File: src/rtl/dmem_arbiter.sv
// Two-port (CPU / debug) arbiter that turns 64-bit word accesses into eight
// little-endian byte accesses on a byte-wide data memory.
module dmem_arbiter #(
    parameter int ADDR_W = 13
) (
    input  logic              clock,
    input  logic              reset_n,
    input  logic              cpu_req,
    input  logic              cpu_we,
    input  logic [ADDR_W-1:0] cpu_addr,
    input  logic [63:0]       cpu_wdata,
    output logic [63:0]       cpu_rdata,
    output logic              cpu_ready,
    output logic              cpu_stall,
    input  logic              dbg_req,
    input  logic              dbg_we,
    input  logic [ADDR_W-1:0] dbg_addr,
    input  logic [63:0]       dbg_wdata,
    output logic [63:0]       dbg_rdata,
    output logic              dbg_ready,
    output logic              mem_en,
    output logic              mem_we,
    output logic [ADDR_W-1:0] mem_addr,
    output logic [7:0]        mem_wdata,
    input  logic [7:0]        mem_rdata,
    output logic              busy
);

    localparam logic [1:0] S_IDLE = 2'd0;
    localparam logic [1:0] S_XFER = 2'd1;
    localparam logic [1:0] S_TAIL = 2'd2;
    localparam logic [1:0] S_DONE = 2'd3;

    logic [1:0]        state;
    logic [2:0]        beat;
    logic              last_grant;
    logic              grant;
    logic              xfer_we;
    logic [ADDR_W-1:0] base;
    logic [63:0]       xfer_wdata;
    logic [63:0]       rbuf;
    logic              pick_dbg;

    // grant/last_grant: 1 = debug port, 0 = CPU port; ties go to the port not served last
    always_comb begin
        pick_dbg = dbg_req && (!cpu_req || !last_grant);
    end

    always_ff @(posedge clock or negedge reset_n) begin
        if (!reset_n) begin
            state      <= S_IDLE;
            beat       <= 3'd0;
            last_grant <= 1'b1;
            grant      <= 1'b0;
            xfer_we    <= 1'b0;
            base       <= '0;
            xfer_wdata <= '0;
            rbuf       <= '0;
            cpu_rdata  <= '0;
            dbg_rdata  <= '0;
        end else begin
            case (state)
                S_IDLE: begin
                    if (cpu_req || dbg_req) begin
                        grant      <= pick_dbg;
                        xfer_we    <= pick_dbg ? dbg_we : cpu_we;
                        base       <= pick_dbg ? dbg_addr : cpu_addr;
                        xfer_wdata <= pick_dbg ? dbg_wdata : cpu_wdata;
                        beat       <= 3'd0;
                        state      <= S_XFER;
                    end
                end
                S_XFER: begin
                    // memory read data lags its strobe by one cycle, so capture the previous beat's byte
                    if (beat != 3'd0) begin
                        rbuf[{beat - 3'd1, 3'b000} +: 8] <= mem_rdata;
                    end
                    beat <= beat + 3'd1;
                    if (beat == 3'd7) begin
                        state <= S_TAIL;
                    end
                end
                S_TAIL: begin
                    rbuf[63:56] <= mem_rdata;
                    if (!xfer_we) begin
                        if (grant) begin
                            dbg_rdata <= {mem_rdata, rbuf[55:0]};
                        end else begin
                            cpu_rdata <= {mem_rdata, rbuf[55:0]};
                        end
                    end
                    state <= S_DONE;
                end
                S_DONE: begin
                    last_grant <= grant;
                    state      <= S_IDLE;
                end
                default: state <= S_IDLE;
            endcase
        end
    end

    always_comb begin
        busy      = (state != S_IDLE);
        mem_en    = (state == S_XFER);
        mem_we    = (state == S_XFER) && xfer_we;
        mem_addr  = (state == S_XFER) ? base + ADDR_W'(beat) : '0;
        mem_wdata = (state == S_XFER) ? xfer_wdata[{beat, 3'b000} +: 8] : 8'h00;
        cpu_ready = (state == S_DONE) && !grant;
        dbg_ready = (state == S_DONE) && grant;
        cpu_stall = cpu_req && !cpu_ready;
    end

endmodule

File: config.mk
export PLATFORM = sky130hd
export DESIGN_NAME = dmem_arbiter
export DESIGN_NICKNAME = d
export VERILOG_FILES = /design/src/rtl/dmem_arbiter.sv
export SDC_FILE = /design/constraint.sdc
export NUM_CORES = 1
export LEC_CHECK = 0
export ABC_AREA = 1
export BUFFER_PORTS_ARGS = -buffer_cell sky130_fd_sc_hd__buf_2
export CORE_MARGIN = 5
export CORE_UTILIZATION = 48
export CTS_BUF_LIST = sky130_fd_sc_hd__clkbuf_16
export CTS_CLUSTER_SIZE = 30
export DETAILED_ROUTE_END_ITERATION = 8
export PLACE_DENSITY = 0.74
export SYNTH_ARGS = -nofsm -noshare
export SYNTH_HDL_FRONTEND = slang
export SYNTH_SLANG_ARGS = --single-unit
File: constraint.sdc
create_clock -name clock -period 2.6 [get_ports clock]
set_input_delay 0.13 -clock clock [delete_from_list [all_inputs] [get_ports clock]]
set_output_delay 0.13 -clock clock [all_outputs]
set_load 0.1 [all_outputs]
# After elaboration in Yosys (flattened, before gate mapping)
# Cells that the tools add are included.
word_totals:
  regBits: 277
  latch_bits: 0
  mem_bits_rw: 0
  romBits: 0
  output_inout_bits: 155
  wordCells: 63
  n_memories: 0
classes:
  n_addsub: 4
  mul: 0
  div_mod_pow: 0
  n_lt_le_gt_ge: 0
  eq_ne: 7
  shift: 3
  n_mux: 13
  bitwise_logic: 2
  reduce_logical: 23
op_table:
  columns: ["operator", "n"]
  rows:
  - ["64-bit two-way mux", 2]
  - ["64-bit bitwise mux", 1]
  - ["8-bit by 8-bit variable shift with 64-bit output (first input constant)", 1]
  - ["64-bit by 7-bit indexed part select with 8-bit output", 1]
  - ["8-bit by 8-bit indexed part select with 64-bit output", 1]
  - ["13-bit two-way mux", 2]
  - ["8-bit case mux with 2 select lines", 1]
  - ["13-bit by 3-bit adder with 13-bit output", 1]
  - ["2-bit AND reduction", 5]
  - ["8-bit two-way mux", 1]
  - ["6-bit negator with 8-bit output", 1]
  - ["2-bit case mux with 4 select lines", 1]
  - ["3-bit case mux with 2 select lines", 1]
  - ["3-bit AND reduction", 2]
  - ["2-bit nonzero test", 3]
  - ["1-bit logical AND", 5]
  - ["2-bit == test (second input constant)", 2]
  - ["1-bit zero test", 4]
  - ["2-bit two-way mux", 2]
  - ["2-bit by 1-bit != test with 1-bit output (second input constant)", 2]
  - ["3-bit by 1-bit adder with 3-bit output (second input constant)", 1]
  - ["3-bit == test (second input constant)", 1]
  - ["3-bit two-way mux", 1]
  - ["3-bit nonzero test", 1]
  - ["7 further kinds", 9]

# Longest topological paths before layout
# Gate-level depths: netlist of the first run.
logic_depth:
  depth_word: 6
  mapped_depth: 13
  depth_no_buf: 11

# Worst setup path after synthesis of the first run
# OpenSTA, ideal clock, no wires.
synth_timing:
  kind: "flip-flop to output port"
  startpoint: "register state[1]"
  endpoint: "output port mem_wdata[0]"
  arrival_time_ps: 3215
  required_ps: 2470
  slack_ps: -745
  path_stages_with_launch: 7
  path_buffers: 2
  cell_sequence: "dfrtp_1 inv_1 ha_1 buf_2 clkbuf_1 nand2_1 nor2_1"
synth_via:
  elab_chain_cells: 2
synth_lines:
  columns: ["element", "line", "text"]
  rows:
  - ["from (decl)", "34", "logic [1:0] state;"]
  - ["from (signal assigned)", "51", "state <= S_IDLE;"]
  - ["from (signal assigned)", "70", "state <= S_XFER;"]
  - ["from (signal assigned)", "80", "state <= S_TAIL;"]
  - ["2-bit by 1-bit == test with 1-bit output", null, null]
  - ["net mem_en", "21", "output logic mem_en,"]
  - ["8-bit two-way mux", "108", "mem_wdata = (state == S_XFER) ? xfer_wdata[{beat, 3'b000} +: 8] : 8'h00;"]
  - ["to (decl)", "24", "output logic [7:0] mem_wdata,"]
# The timed path passes the listed nets, and every way through them passes these cells.

# Worst setup path after layout of the first run
layout_timing:
  startpoint: "register beat[0]"
  endpoint: "output port mem_wdata[4]"
layout_via:
  elab_chain_cells: 2
layout_lines:
  columns: ["element", "line", "text"]
  rows:
  - ["from (decl)", "35", "logic [2:0] beat;"]
  - ["from (signal assigned)", "78", "beat <= beat + 3'd1;"]
  - ["64-bit by 7-bit indexed part select with 8-bit output", "108", null]
  - ["8-bit two-way mux", "108", null]
# Every way passes these cells.

==> summary.md, run 1 <==
| Metric | Value |
|---|---|
| Die Y | `171 µm` |
| Largest net degree at the start of global routing | `132` |
| FF-to-FF Start | `state[0]` |
| Chip width | `171 µm` |
| Vias in the first global route | `~13000` |
| Critical Path RT | `2.47 ns` |
| Most frequent cells in the layout | `nand2_1 (361), buf_2 (311), dfrtp_1 (267), o21ai_0 (222), dlygate4sd3_1 (165)` |
| Yosys reg bits | `between 200 and 300` |
| Crit Path Category | `register to output port` |
| Worst-case reg-to-reg path depth | `8` |
| Worst setup EP type | `output port` |
| Initial DRC Count | `1012` |
| Syn_area_per_cell | `8.33 µm²` |
| Via Count | `~12000` |
| Max stage delay on crit path | `0.45 ns` |
| Clk slew on worst S/H paths | `0.06 ns` |
| Critical Path AT | `2.36 ns` |
| ANT cells | `0` |
| Worst skew pair latency | `between 0.5 and 0.6 ns` |
| DPL Wire Length | `27100 µm` |
| Synth unique cells | `34` |
| HP Class | `input port to async pin` |
| Final wirelength | `between 40000 and 50000 µm` |
| Status | `finished clean` |
| Starting density of the core | `0.490` |
| Crit-path slowest cell | `buf_2` |
| Commonest non-fill, non-tap cell in the layout | `nand2_1` |
| Fill cells | `1881` |
| Wire per inst | `17.9 µm` |
| Register area share after synthesis | `0.543` |
| Total grt overflow | `0` |
| Die area | `0.0292 mm²` |
| R2R Setup Slk | `0.21 ns` |
| Total CTS buffers | `28` |
| Sink Count | `269` |
| Routed Antenna Nets | `0` |
| Final nets | `2130` |
| IO Count | `about 320` |
| CP cell instances | `buf_4, a21oi_1, o21ai_0, nand2_1, nor2_1, nor2_2, buf_2` |
| Mapped cell area | `about 0.012 mm²` |
| Num rows | `58` |
| Share of cells above drive strength 1 | `0.225` |
| Worst Tran Pin Value | `0.566 ns` |
| Clock period minus worst slack | `2.49 ns` |
| H-tree Lvls | `1` |
| Post-synthesis net count | `approximately 1700` |
| CTS root buf | `clkbuf_16` |
| I/O Buffers | `between 300 and 400` |
| CP max FO | `49` |
| GP Congestion | `0.910` |
| Area delta synth->final | `38.2%` |
| Core Area | `0.0253 mm²` |
| Slew Limit Fails | `0` |
| FF-to-FF End | `xfer_wdata[9]` |
| Reg area | `0.00673 mm²` |
| Setup TNS | `0 ns` |
| Period Utilization, post-route | `0.958` |
| Startpoint class of the critical path | `register` |
| # setup viols final | `0` |
| Worst-case clock buffer depth | `3` |
| Final hold viol count | `0` |
| First-pass GRT wire length | `64800 µm` |
| Max_slew headroom | `0.623` |
| Via-per-instance ratio | `about 5.4` |
| Initial antenna violation count | `0` |
| Cells after Synth | `1490` |
| Max Cap Viol | `0` |
| CTS tree | `done` |
| Gr usage total | `0.275` |
| F_max | `0.402 GHz` |
| Multi-input logic area | `0.00474 mm²` |
| Syn. warnings | `0` |
| Unrepaired setup endpoints after global routing | `no` |
| Final Skew | `0.00766 ns` |
| DRC viols | `0` |
| 1st-pass router iterations | `6` |
[state kept, by name, summed over array words and instances, names as in the netlist]
name	cells
xfer_we	1
state	2
last_grant	1
rbuf	56
xfer_wdata	64
beat	3
cpu_rdata	64
dbg_rdata	64
grant	1
base	13
[critical path, delay by kind of cell (launching register included)]
kind	cells	cell delay (ns)
DFF	1	0.42
AOI/OAI and AO/OA	2	0.35
buffers and inverters	2	0.73
and+or+nand+nor	3	0.31
[logic make-up (layout without fill, tap and decap cells)]
family | count (synthesis) | in the layout | share of synthesized area
XOR/XNOR | 2 | 2 | 0.00202
flip-flops | 269 | 269 | 0.543
AND/OR/NAND/NOR | 630 | 630 | 0.214
adder cells (fa/ha/maj) | 16 | 16 | 0.0167
AO/OA/AOI/OAI | 328 | 328 | 0.141
buffers and inverters | 245 | 721 | 0.0834
[Yosys cell counts]
master      n  area, µm²
a21oi_1    15       75.1
a21oi_4     1       16.3
buf_1       2       7.51
buf_2      31        155
buf_4       5       37.5
buf_6       7       78.8
clkbuf_1   43        161
clkinv_1    5       18.8
clkinv_4    1       8.76
dfrtp_1   268       6710
dfstp_2     1       26.3
fa_1        1       20.0
ha_1       15        188
inv_1     146        548
inv_2       5       18.8
nand2_1   363       1360
nand2_2     2       12.5
nand2_4     2       22.5
nand3_1    59        295
nand3_2     4       40.0
nand3b_2    1       11.3
nand4_1    51        319
nor2_1    136        510
nor2_2      2       12.5
nor2_4      1       11.3
nor3_1      8       40.0
nor3_4      1       16.3
o211ai_1    8       60.1
o21ai_0   222       1110
o21ai_1    28        140
o21ai_4     1       16.3
o22ai_1    53        332
xnor2_2     1       16.3
xor2_1      1       8.76
[area by class of cell]
class	instances	share of cell area
Tap cell	330	0.0241
Clock inverter	21	0.0102
Sequential cell	269	0.393
Timing Repair Buffer	514	0.219
Clock buffer	29	0.0423
Multi-Input combinational cell	976	0.277
Inverter	157	0.0347
[how the worst max path moves through the flow]
| stage | start | slack, ns | cells after the start | to |
|---|---|---|---|---|
| 2_1_floorplan | beat[1] | 0.003 | 11 | rbuf[32] |
| 3_3_place_gp | beat[0] | 0.38 | 10 | rbuf[0] |
| 3_5_place_dp | beat[0] | 0.25 | 10 | rbuf[6] |
| 4_1_cts | beat[0] | 0.02 | 8 | mem_addr[12] |
| 5_1_grt | beat[0] | 0.0009 | 7 | mem_wdata[4] |
| 6_report | beat[0] | 0.11 | 7 | mem_wdata[4] |
[per-layer routing]
layer / vias up / GRT usage / share of wire
met1: 5845 / 0.336 / 0.38
met3: 125 / 0.0439 / 0.077
li1: 5763 / - / -
met2: 638 / 0.487 / 0.49
met5: - / 0 / 0
met4: 0 / 0.114 / 0.047
[metrics by stage]
stage / std cells / utilization / hold slack (ns) / setup WS (ns) / cell area, µm²
global route: 2296 / 0.677 / 0.0337 / 0.000949 / 17100
floorplan: 1490 / - / -0.166 / 0.00330 / 12500
finish: 2296 / 0.677 / 0.0324 / 0.110 / 17100
detailed placement: 2080 / 0.574 / -0.00260 / 0.248 / 14500
global placement: 2080 / 0.574 / -0.00240 / 0.382 / 14500
CTS: 2295 / 0.675 / 0.0198 / 0.0208 / 17100
[what timing repair did]
action	in CTS	in global routing
buffers inserted	0	0
cloned	0	1
setup endpoints to repair	4	16
hold buffers	165	0
endpoints found under the hold margin	355	0
gates resized for setup	2	6
Power of run 1 is not shown: default switching activity piles up to over one toggle a cycle in this logic, so the estimate is an artifact.
==> run 2, diff against run 1 <==
==> config.mk (replaced) <==
export PLATFORM = sky130hd
export DESIGN_NAME = dmem_arbiter
export DESIGN_NICKNAME = d
export VERILOG_FILES = /design/src/rtl/dmem_arbiter.sv
export SDC_FILE = /design/constraint.sdc
export NUM_CORES = 1
export LEC_CHECK = 0
export ABC_AREA = 1
export CORE_MARGIN = 5
export CORE_UTILIZATION = 55
export CTS_BUF_LIST = sky130_fd_sc_hd__clkbuf_16
export CTS_CLUSTER_SIZE = 30
export DETAILED_ROUTE_END_ITERATION = 8
export DONT_BUFFER_PORTS = 1
export PLACE_DENSITY = 0.71
export SYNTH_ARGS = -nofsm -noshare
export SYNTH_HDL_FRONTEND = slang
export SYNTH_SLANG_ARGS = --single-unit
==> run 2 against run 1 <==
Effect of this change: the flow now finishes with violations (hold timing); non-clock buffer count shrank 171; wire length is 4.7% lower; sequential share of layout area grew 1.2 points; core utilization is 6.5 points higher; register-to-register slack about the same; largest cell class unchanged; first-iteration DRC count increased by 6.1%; clock-buffer cell count shrank 1; critical path type unchanged; worst setup slack lost 0.0028 ns.
==> summary.md, run 2 (synthesis results as in run 1) <==
| Metric | Value |
|---|---|
| Status | `complete, but fails checks` |
| Failing checks | `hold timing` |
| Total grt overflow | `0 (unchanged)` |
| Initial antenna violation count | `2 (+2)` |
| DRC viols | `0 (unchanged)` |
| Clk slew on worst S/H paths | `0.06 ns (about the same)` |
| CTS root buf | `clkbuf_16` |
| Total CTS buffers | `28 (unchanged)` |
| HP Class | `input port to async pin` |
| Most frequent cells in the layout | `nand2_1 (361), dfrtp_1 (267), o21ai_0 (222), dlygate4sd3_1 (166), inv_1 (154)` |
| Clock period minus worst slack | `2.49 ns (+0.00278 ns)` |
| Routed Antenna Nets | `0 (unchanged)` |
| Setup TNS | `0 ns (unchanged)` |
| Die area | `0.0257 mm² (-12%)` |
| Startpoint class of the critical path | `register` |
| Largest net degree at the start of global routing | `270 (+100%)` |
| DPL Wire Length | `24900 µm (-8.1%)` |
| Max Cap Viol | `0 (unchanged)` |
| H-tree Lvls | `1 (unchanged)` |
| Wire per inst | `18.8 µm (+5.1%)` |
| Worst skew pair latency | `0.55 ns (about the same)` |
| Chip width | `160 µm (-6.2%)` |
| Worst setup EP type | `output port` |
| Worst Tran Pin Value | `0.925 ns (+0.359 ns)` |
| Final Skew | `0.0231 ns (+0.0155 ns)` |
| Core Area | `0.0224 mm² (-11%)` |
| First-pass GRT wire length | `62500 µm (-3.4%)` |
| Area delta synth->final | `34.1%` |
| CTS tree | `done` |
| Share of cells above drive strength 1 | `0.149 (-0.0756)` |
| Final hold slack | `-0.716 ns (-0.748 ns)` |
| # setup viols final | `0 (unchanged)` |
| Reg area | `0.00673 mm² (unchanged)` |
| F_max | `0.401 GHz (-0.11%)` |
| Num rows | `55 (-5.2%)` |
| Fill cells | `1537 (-18%)` |
| Gr usage total | `0.301 (+0.0256)` |
| Sink Count | `269 (unchanged)` |
| IO Count | `323 (unchanged)` |
| I/O Buffers | `0 (-100%)` |
| Post-CTS Hold Fix Bufs | `166 (+0.61%)` |
| GP Congestion | `0.933 (+2.6%)` |
| Placed cell areas | `0.0140 mm² (-3.4%)` |
| Multi-input logic area | `0.00473 mm² (-0.21%)` |
| Critical Path AT | `2.36 ns (about the same)` |
| Crit Path Category | `register to output port` |
| Final hold viol count | `269 (+269)` |
| CP max FO | `7 (-86%)` |
| Initial DRC Count | `1074 (+6.1%)` |
| Commonest non-fill, non-tap cell in the layout | `nand2_1` |
| Final wirelength | `39200 µm (-4.7%)` |
| Slew Limit Fails | `0 (unchanged)` |
| Critical Path RT | `2.47 ns (about the same)` |
| Top flop regs | `cpu_rdata x64, dbg_rdata x64, xfer_wdata x64` |
| Via Count | `11700 (-5.3%)` |
| Via-per-instance ratio | `5.63 (+4.4%)` |
| Final nets | `1959 (-8.0%)` |
| 1st-pass router iterations | `6 (unchanged)` |
| Vias in the first global route | `11500 (-8.1%)` |
| Fin area | `0.0166 mm² (-2.9%)` |
| Unrepaired setup endpoints after global routing | `no` |
| Period Utilization, post-route | `0.959 (+0.00107)` |
| Die Y | `160 µm (-6.2%)` |
| Starting density of the core | `0.553 (+0.0632)` |
| Max_slew headroom | `0.383 (-0.239)` |
| Worst-case clock buffer depth | `3 (unchanged)` |
run 2: cell types whose count changed in the layout (fill, tap and decap cells not counted), sizes merged, moves of 2 or more:
cell | previous run | this run
inv | 157 | 159
clkinv | 17 | 14
clkinvlp | 1 | 3
clkbuf | 30 | 28
buf | 348 | 177
run 2: final timing paths:
path                       slack [ns]  cells after the start             end  startpoint
max reg2reg                      0.21                      8  xfer_wdata[38]    state[0]
max                              0.11                      8    mem_addr[12]     beat[0]
min in group clock               0.06                      4           grant     dbg_req
min reg2reg                      0.48                      2         rbuf[9]     rbuf[9]
max in group asynchronous        2.54                      0         rbuf[0]     reset_n
min                             -0.72                      0   dbg_rdata[51]     reset_n
run 2: layer usage:
metal / GRT usage / wire [µm] / up-vias
li1: - / - / 5452
met1: 0.364 / 14500 / 5468
met2: 0.513 / 19300 / 658
met3: 0.0674 / 3280 / 133
met4: 0.142 / 2180 / 2
met5: 0 / 13 / -
run 2: layout make-up:
class	count	share of cell area
Tap cell	285	0.0214
Sequential cell	269	0.405
Multi-Input combinational cell	976	0.285
Timing Repair Buffer	343	0.198
Antenna cell	1	0.000150
Inverter	157	0.0359
Clock buffer	28	0.0421
Clock inverter	23	0.0132
run 2: worst max-delay path: stages, from the launching register on:
cell     delay, ns
dfrtp_2       0.45
ha_2          0.23
fa_2          0.38
nand3_1       0.10
nand2_2       0.11
nand3_1       0.12
nor2_1        0.07
nor2_2        0.16
buf_12        0.19
run 2: what timing repair did:
item / in CTS / in global routing
endpoints found under the hold margin: 385 / 269
endpoints found under the setup margin: 5 / 31
setup buffers: 0 / 0
gates resized for setup: 1 / 5
run 2: through the flow:
step / utilization / setup WS, ns / cells / hold slack (ns)
finish: 0.742 / 0.107 / 2082 / -0.716
global route: 0.742 / 0.0151 / 2082 / -0.742
CTS: 0.741 / 0.0149 / 2081 / -0.740
detailed placement: 0.626 / 0.299 / 1864 / -0.155
global placement: 0.626 / 0.343 / 1864 / -0.156
floorplan: - / 0.00330 / 1490 / -0.166
Power of run 2 is left out for the same reason.
==> run 3, diff against run 2 <==
--- a/config.mk
+++ b/config.mk
@@ -12,7 +12,7 @@
 export CTS_CLUSTER_SIZE = 30
 export DETAILED_ROUTE_END_ITERATION = 8
 export DONT_BUFFER_PORTS = 1
-export PLACE_DENSITY = 0.71
+export PLACE_DENSITY = 0.68
 export SYNTH_ARGS = -nofsm -noshare
 export SYNTH_HDL_FRONTEND = slang
 export SYNTH_SLANG_ARGS = --single-unit
==> constraint.sdc (replaced) <==
create_clock -name clock -period 2.4 [get_ports clock]
set_input_delay 0.12 -clock clock [delete_from_list [all_inputs] [get_ports clock]]
set_output_delay 0.12 -clock clock [all_outputs]
set_load 0.1 [all_outputs]
==> run 3 against run 2 <==
Effect of this change: global-route usage rose by 0.87 points; first-iteration DRC count rose by 11%; register-to-register slack got worse by 0.14 ns; final area rose by 1.9%; core utilization rose by 1.4 points; die area did not move; the flow finishes with violations (hold timing, setup timing); cell count rose by 0.67%; wire length rose by 6.3%; highest routed layer is now met4; non-clock buffer count rose by 14; worst hold slack got worse by 0.0062 ns; flip-flop and latch count did not move; via count rose by 2.9%.
==> summary.md, run 3 (synthesis results as in run 1) <==
| Metric | Value |
|---|---|
| Status | `complete, but fails checks` |
| Failing checks | `hold timing, setup timing` |
| F_max | `about 0.4 GHz` |
| I/O Buffers | `0 (unchanged)` |
| GP Congestion | `0.976 (+4.6%)` |
| Num rows | `55 (unchanged)` |
| Max_slew headroom | `0.447 (+0.0638)` |
| Initial antenna violation count | `2 (unchanged)` |
| Largest net degree at the start of global routing | `270 (unchanged)` |
| Crit path from | `base[4]` |
| Startpoint class of the critical path | `register` |
| Die area | `0.0257 mm² (unchanged)` |
| Slew Limit Fails | `0 (unchanged)` |
| Commonest non-fill, non-tap cell in the layout | `nand2_1` |
| Via-per-instance ratio | `5.75 (+2.3%)` |
| Wire per inst | `19.9 µm (+5.5%)` |
| Die Y | `160 µm (unchanged)` |
| Crit Path Category | `register to output port` |
| Unrepaired setup endpoints after global routing | `yes` |
| Crit-path slowest cell | `dfrtp_1` |
| Period Utilization, post-route | `1.03` |
| Top Family by Delay on Critical Path | `simple AND/OR/NAND/NOR gates` |
| CTS tree | `done` |
| Clock period minus worst slack | `2.48 ns` |
| Worst-case clock buffer depth | `3 (unchanged)` |
| Chip width | `160 µm (unchanged)` |
| Final nets | `1973 (+0.71%)` |
| Critical Path Sink | `mem_addr[12]` |
| Post-CTS Hold Fix Bufs | `167 (+0.60%)` |
| DRC viols | `0 (unchanged)` |
| R2R Setup Slk | `0.07 ns (-0.14 ns)` |
| Final wirelength | `41700 µm (+6.3%)` |
| Sink Count | `269 (unchanged)` |
| CP bufs+invs | `1 (unchanged)` |
| HP Class | `input port to async pin` |
| Worst setup EP type | `output port` |
| Total CTS buffers | `27 (-3.6%)` |
| Top flop regs | `cpu_rdata x64, dbg_rdata x64, xfer_wdata x64` |
| Critical Path AT | `2.36 ns (about the same)` |
| Via Count | `12100 (+2.9%)` |
| Clk slew on worst S/H paths | `0.06 ns (about the same)` |
| H-tree Lvls | `1 (unchanged)` |
| DPL Wire Length | `25500 µm (+2.2%)` |
| Routed Antenna Nets | `0 (unchanged)` |
| Final WS setup | `-0.0838 ns (-0.191 ns)` |
| Vias in the first global route | `12100 (+4.7%)` |
| Fill cells | `1480 (-3.7%)` |
| FF-to-FF End | `rbuf[9]` |
| Most used cell, CP | `nand2_2` |
| Area delta synth->final | `36.6%` |
| CP max FO | `5 (-2)` |
| Final Skew | `0.0105 ns (-0.0126 ns)` |
| Critical Path RT | `2.28 ns (-0.19 ns)` |
| Final Util | `0.755 (+0.0138)` |
| 1st-pass router iterations | `7 (+1)` |
| Gr usage total | `0.310 (+0.00871)` |
| Starting density of the core | `0.553 (unchanged)` |
| Final hold slack | `-0.722 ns (-0.00624 ns)` |
| Worst Tran Pin Value | `0.829 ns (-0.0958 ns)` |
| Stages on worst setup path | `7 (-1)` |
| CP cell instances | `nand2_1, nor2_1, nand3_4, nand2_2, nand2_2, nor2_4, buf_12` |
| Core Area | `0.0224 mm² (unchanged)` |
| Setup WS pre-CTS | `0.0398 ns (-0.259 ns)` |
| Most frequent cells in the layout | `nand2_1 (358), dfrtp_1 (266), o21ai_0 (220), dlygate4sd3_1 (167), buf_4 (160)` |
| Worst-case reg-to-reg path depth | `10 (+2)` |
| IO Count | `323 (unchanged)` |
| # setup viols final | `4 (+4)` |
| Initial DRC Count | `1193 (+11%)` |
| Worst skew pair latency | `0.54 ns (about the same)` |
| Final hold viol count | `269 (unchanged)` |
| Post-Layout Cell Count | `2096 (+0.67%)` |
| CTS root buf | `clkbuf_16` |
| First-pass GRT wire length | `64700 µm (+3.5%)` |
| FF-to-FF Start | `beat[0]` |
| Placed cells | `1871 (+0.38%)` |
| Max Cap Viol | `0 (unchanged)` |
| Share of cells above drive strength 1 | `0.167 (+0.0177)` |
| Total grt overflow | `0 (unchanged)` |
| Max stage delay on crit path | `0.55 ns (+0.10 ns)` |
[run 3: routing by layer]
layer	up-vias	global-route usage	wire length, µm
li1	5462	-	-
met1	5693	0.374	15100
met2	735	0.539	20500
met3	168	0.0637	3630
met4	0	0.134	2450
met5	-	0	0
[run 3: metrics by stage]
stage               TNS [ns]  instance area [µm²]
floorplan             -0.174                12500
global placement           0                14200
global route           -1.96                16900
detailed placement         0                14200
CTS                        0                16700
finish                -0.215                16900
[run 3: what timing repair did]
item                       4_1_cts  5_1_grt
setup endpoints to repair       10      120
cloned                           0        2
hold endpoints to repair       389      269
gates resized for setup          8       32
buffers inserted                 0        5
pin swaps                        0       10
[run 3: area by class of cell]
type,instances,area (µm²),share of cell area
sequential,269,6740,0.397
multi-input combinational,977,4940,0.291
timing repair buffer,357,3470,0.205
clock buffer,27,676,0.0399
inverter,157,601,0.0354
tap,285,357,0.0210
clock inverter,22,169,0.00997
antenna,2,5.00,0.000295
[run 3: worst reg2reg max path: cells and delay by family, from the launching register on]
kind,cells,cell delay [ns]
buffers and inverters,3,0.64
adder cells (fa/ha/maj),2,0.56
AND/OR/NAND/NOR,4,0.47
flip-flops,1,0.44
XOR/XNOR,1,0.16
[run 3: worst min path at each step]
stage	from	to	slack, ns
6_report	reset_n	cpu_rdata[51]	-0.72
3_3_place_gp	reset_n	cpu_rdata[51]	-0.16
3_5_place_dp	reset_n	cpu_rdata[51]	-0.17
5_1_grt	reset_n	cpu_rdata[51]	-0.75
4_1_cts	reset_n	cpu_rdata[51]	-0.74
2_1_floorplan	reset_n	base[0]	-0.18
Power of run 3 is left out for the same reason.
